==> src/rtl/srl_fifo_pkg.sv <==
// Shared constants and types for the SRL-based FIFO controller.
package srl_fifo_pkg;

    localparam int SRL_DEPTH = 32;
    localparam int SRL_AW    = 5;
    localparam int LVL_W     = 6;

    typedef enum logic [1:0] {
        ST_EMPTY  = 2'd0,
        ST_ACTIVE = 2'd1,
        ST_FULL   = 2'd2
    } state_t;

endpackage

==> src/rtl/srl32_bank.sv <==
// Bank of WIDTH 32-deep addressable shift registers (one SRLC32E-style column
// per data bit) sharing shift enable and read address. No reset: contents are
// only ever exposed through the controller's valid qualification.
module srl32_bank
    import srl_fifo_pkg::*;
#(
    parameter int WIDTH = 16
) (
    input  logic              clk,
    input  logic              ce,
    input  logic [WIDTH-1:0]  d,
    input  logic [SRL_AW-1:0] a,
    output logic [WIDTH-1:0]  q
);

    for (genvar i = 0; i < WIDTH; i++) begin : g_col
        logic [SRL_DEPTH-1:0] sr;

        // Shift new bit into index 0 on every enabled cycle.
        always_ff @(posedge clk) begin
            if (ce) sr <= {sr[SRL_DEPTH-2:0], d[i]};
        end

        assign q[i] = sr[a];
    end

endmodule

==> src/rtl/srl_fifo_ctrl.sv <==
// FIFO controller sequencing an SRL bank as storage.
// Optional output register stage enabled by defining SRL_FIFO_OREG_EN
// (capacity 33, 2-cycle push-to-valid latency, registered m_data).
module srl_fifo_ctrl
    import srl_fifo_pkg::*;
#(
    parameter int WIDTH      = 16,
    parameter int AFULL_LVL  = 28,
    parameter int AEMPTY_LVL = 2
) (
    input  logic             clk,
    input  logic             rst,
    input  logic [WIDTH-1:0] s_data,
    input  logic             s_valid,
    output logic             s_ready,
    output logic [WIDTH-1:0] m_data,
    output logic             m_valid,
    input  logic             m_ready,
    output logic [LVL_W-1:0] level,
    output logic             afull,
    output logic             aempty
);

    localparam logic [LVL_W-1:0] AF_LVL = LVL_W'(AFULL_LVL);
    localparam logic [LVL_W-1:0] AE_LVL = LVL_W'(AEMPTY_LVL);
    localparam logic [LVL_W-1:0] FULL_L = LVL_W'(SRL_DEPTH);

    state_t            state, state_nxt;
    logic [SRL_AW-1:0] addr, addr_nxt;
    logic [LVL_W-1:0]  srl_lvl, srl_lvl_nxt, tot_nxt;
    logic [WIDTH-1:0]  srl_q;
    logic              push, srl_pop, srl_valid;

    assign push      = s_valid & s_ready;
    assign srl_valid = (state != ST_EMPTY);

    srl32_bank #(.WIDTH(WIDTH)) u_bank (
        .clk (clk),
        .ce  (push),
        .d   (s_data),
        .a   (addr),
        .q   (srl_q)
    );

`ifdef SRL_FIFO_OREG_EN
    logic ovld, ovld_nxt;

    // SRL head moves into the output register whenever it is free or draining.
    assign srl_pop  = srl_valid & (~ovld | m_ready);
    assign ovld_nxt = srl_pop | (ovld & ~m_ready);
    assign tot_nxt  = srl_lvl_nxt + LVL_W'(ovld_nxt);
    assign m_valid  = ovld;

    // Output register: holds the current head, loaded from the SRL mux.
    always_ff @(posedge clk) begin
        if (rst) begin
            ovld <= 1'b0;
        end else begin
            ovld <= ovld_nxt;
            if (srl_pop) m_data <= srl_q;
        end
    end
`else
    assign srl_pop = srl_valid & m_ready;
    assign tot_nxt = srl_lvl_nxt;
    assign m_valid = srl_valid;
    assign m_data  = srl_q;
`endif

    // Next SRL occupancy and head address. Simultaneous push+pop leaves both
    // unchanged: the shift slides the next-oldest entry under addr.
    always_comb begin
        srl_lvl_nxt = srl_lvl;
        addr_nxt    = addr;
        if (push && !srl_pop) begin
            srl_lvl_nxt = srl_lvl + LVL_W'(1);
            if (srl_lvl != '0) addr_nxt = addr + SRL_AW'(1);
        end else if (!push && srl_pop) begin
            srl_lvl_nxt = srl_lvl - LVL_W'(1);
            if (srl_lvl != LVL_W'(1)) addr_nxt = addr - SRL_AW'(1);
        end
        if (srl_lvl_nxt == '0)        state_nxt = ST_EMPTY;
        else if (srl_lvl_nxt == FULL_L) state_nxt = ST_FULL;
        else                          state_nxt = ST_ACTIVE;
    end

    // FSM and registered status outputs, all updated from next-state values.
    always_ff @(posedge clk) begin
        if (rst) begin
            state   <= ST_EMPTY;
            srl_lvl <= '0;
            addr    <= '0;
            s_ready <= 1'b0;
            level   <= '0;
            afull   <= 1'b0;
            aempty  <= 1'b1;
        end else begin
            state   <= state_nxt;
            srl_lvl <= srl_lvl_nxt;
            addr    <= addr_nxt;
            s_ready <= (state_nxt != ST_FULL);
            level   <= tot_nxt;
            afull   <= (tot_nxt >= AF_LVL);
            aempty  <= (tot_nxt <= AE_LVL);
        end
    end

endmodule

==> config.mk <==
export PLATFORM = sky130hd
export DESIGN_NAME = srl_fifo_ctrl
export DESIGN_NICKNAME = d
export VERILOG_FILES = /design/src/rtl/srl_fifo_pkg.sv /design/src/rtl/srl32_bank.sv /design/src/rtl/srl_fifo_ctrl.sv
export SDC_FILE = /design/constraint.sdc
export NUM_CORES = 1
export LEC_CHECK = 0
export ABC_AREA = 1
export CORE_MARGIN = 2
export CORE_UTILIZATION = 45
export DETAILED_ROUTE_END_ITERATION = 7
export PLACE_DENSITY_LB_ADDON = 0.05
export SYNTH_ARGS = -nofsm -noshare
export SYNTH_HDL_FRONTEND = slang
export SYNTH_SLANG_ARGS = --single-unit
==> constraint.sdc <==
create_clock -name clk -period 18.2 [get_ports clk]
set_clock_uncertainty 0.05 [all_clocks]
set_input_delay 3.64 -clock clk [delete_from_list [all_inputs] [get_ports clk]]
set_output_delay 3.64 -clock clk [all_outputs]
set_load 0.05 [all_outputs]
==> qor.yml <==
pwr:
  ir_worst_vdd_uv: 124
  p_leak_nw: 8.59
  powerDensity_nw_per_um2: 158
worst_setup_path:
  crit_required_ns: 14.51
  critPathMaxFanout: 118
  r2r-start: "s_ready$_SDFF_PP0_"
  startpoint: "addr[0]$_SDFFE_PP0P_"
  path_class: "flop to output pin"
  crit_path_frequent_cell: "nand2_1"
  max_stage_delay_ns: 0.89
  arrival_ns: 4.66
  regToRegEndpoint: "u_bank.g_col[13].sr[8]$_DFFE_PP_"
  r2r_cells: 5
  end_kind: "output pin"
  reg2reg_slack_ns: 13.78
  crit_slowest_cell: "clkdlybuf4s50_1"
  cp-start-kind: "flop"
  worstPathCellList: "inv_8, buf_4, nand2_1, nand3_1, nand3_1, nand2_1, nand2_1, nand2_1, nor2_1, a21oi_1, clkdlybuf4s50_1"
sta:
  max_freq_mhz: 120
  fin_crit_ns: 8.35
  finalHoldViolations: 0
  rsz0062_at_grt: "no"
  slew_headroom_pct: 26.1
  drv_slew: 0
  worst_pin_slew_ns: 1.11
  period_share_pct: 45.9
  setup_viol: 0
  fin_tns_setup_ns: 0
  finalWorstSetupSlack_ns: 9.85
drt:
  drc: 0
  wl_per_cell_um: 18.5
  ant_nets: 0
  dr.max_layer_used: "met4"
  drt_wl_total_um: 45500
  via_per_inst: 5.35
  wl_met2_um: 19800
  dr_wl_met3_um: 2480
  m1WireLength_um: 22300
  routed-via-count: 13200
  firstDrtPassIters: 5
  first_iter_violations: 1248
finish:
  fin_nets: 1835
  final_cell_mix: "nand2_1, edfxtp_1, nand3_1, a21oi_1, nor2_1"
  insertedDiodeCount: 0
  drive_above_1_share_pct: 5.78
  layout_commonest_cell: "nand2_1"
  syn_to_final_growth_pct: 11.2
yosys:
  syn-num-nets: 1827
  synth_area_leaders: "edfxtp_1, nand2_1, nand3_1"
  synth_top_area_share_pct: 71.3
  synth_seq_cells: 528
  ys_types: 29
  synth_area_um2: 21600
  yosysWarnings: 0
  syn_area_per_cell_um2: 12.0
  ys_seq_area_share_pct: 72.8
  synth_top_area_cell: "edfxtp_1"
  syn-instance-count: 1797
placed_design:
  hpwlAfterDp_um: 21900
  portBuffers: 45
  pre_cts_ws_ns: 9.85
  gp_congestion: 0.711
global_route:
  antenna_found_initial: 0
  grt-ovfl-total: 0
  grt_pass1_wl_um: 72400
  grt_use_total_pct: 18.3
  grt_max_degree: 206
  grt_pass1_vias: 12600
clock_network:
  cts_made_buffers: 56
  numClockSinks: 528
  postCtsSetupBuffers: 0
  htreeDepth: 2
  cts_tree: "built"
  clock_path_buffers: 3
  clkLatencyLatePin_ns: 0.62
  clock-root-buffer: "clkbuf_16"
  clk_pin_slew_worst_paths_ns: 0.06
  post_cts_resize_count: 0
  ctsHoldBuffers: 0
min_path:
  whs_endpoint: "u_bank.g_col[14].sr[7]$_DFFE_PP_"
  hp-class: "flop to flop"
  hold_depth: 0
  min_from: "u_bank.g_col[14].sr[6]$_DFFE_PP_"
die:
  io_pins: 46
  die_x_um: 223
  start_util_pct: 45.3
  design.die.area_um2: 49700
  rows: 80
  die_height_um: 223
  core_um2: 47500
status:
  status: "finished, final reports clean"
job:
  max_cap_violations: 0
==> per-stage QoR <==
stage	instance area, um2	total power, mW	util [%]	std cells	hold WS (ns)
after floorplan	21600	2.43	-	1797	0.371
after global placement	22200	2.71	46.6	2362	0.373
after detailed placement	22200	2.71	46.6	2362	0.379
after CTS	24000	3.85	50.4	2465	0.391
after global routing	24000	4.01	50.4	2465	0.397
final	24000	3.80	50.4	2465	0.392
==> final cells by class <==
class	count	area (um2)
fillers	4122	23600
well taps	615	769
multi-input cells	1138	5030
repair buffers	60	576
clock inverters	36	329
flip-flops and latches	528	15700
inverters	21	96.3
clock buffers	67	1460
==> state kept, by name, summed over array words and instances (netlist names) <==
signal	count
addr	5
aempty	1
afull	1
s_ready	1
srl_lvl	6
state	2
u_bank.g_col.sr	512
==> worst max-delay path: cells and delay by family, from the launching register on <==
| kind | cells | cell delay (ns) |
|---|---|---|
| buf+inv | 3 | 2.36 |
| simple gates | 7 | 0.65 |
| flops | 1 | 0.53 |
| compound gates | 1 | 0.33 |
==> worst max-delay path by stage <==
stage	slack, ns	to	cells after the start
after global placement	9.96	u_bank.g_col[14].sr[11]$_DFFE_PP_	6
after detailed placement	9.85	u_bank.g_col[14].sr[15]$_DFFE_PP_	6
final	9.85	m_data[13]	11
after CTS	9.87	m_data[13]	11
after floorplan	2.18	addr[4]$_SDFFE_PP0P_	12
after global routing	9.62	m_data[13]	11
==> synth_stat cells, drive strengths merged <==
cell type  instances
a21oi             86
clkinv             1
o2111ai            1
clkbuf            20
nor2              67
o22ai              2
buf               90
a211oi             1
fa                 1
nand4              4
edfxtp           512
nand3            332
dfxtp             16
ha                 9
xnor2              1
or2                2
o21ai             22
o31ai             16
nand2            592
inv               20
xor2               2
==> power breakdown <==
group / switching [mW] / total, mW / internal (mW)
sequential: 0.0717 / 1.53 / 1.45
combinational: 0.819 / 1.15 / 0.329
clock: 0.478 / 1.12 / 0.645
total: 1.37 / 3.80 / 2.43
==> cells by family (layout without fill, tap and decap cells) <==
kind of cell | count (synthesis) | count (layout) | share of synthesized area [%]
and+or+nand+nor | 997 | 997 | 19.4
adders and majority gates | 10 | 10 | 0.615
DFF | 528 | 528 | 72.8
xor gates and xnor gates | 3 | 3 | 0.122
buffers and inverters | 131 | 184 | 3.84
AOI/OAI and AO/OA | 128 | 128 | 3.22
==> metal layers <==
layer / track usage [%] / vias up
met3: 2.70 / 58
met5: 0 / -
met2: 27.0 / 356
met4: 5.41 / 0
li1: - / 6363
met1: 28.2 / 6423
Power figures use the tool's default switching activity.
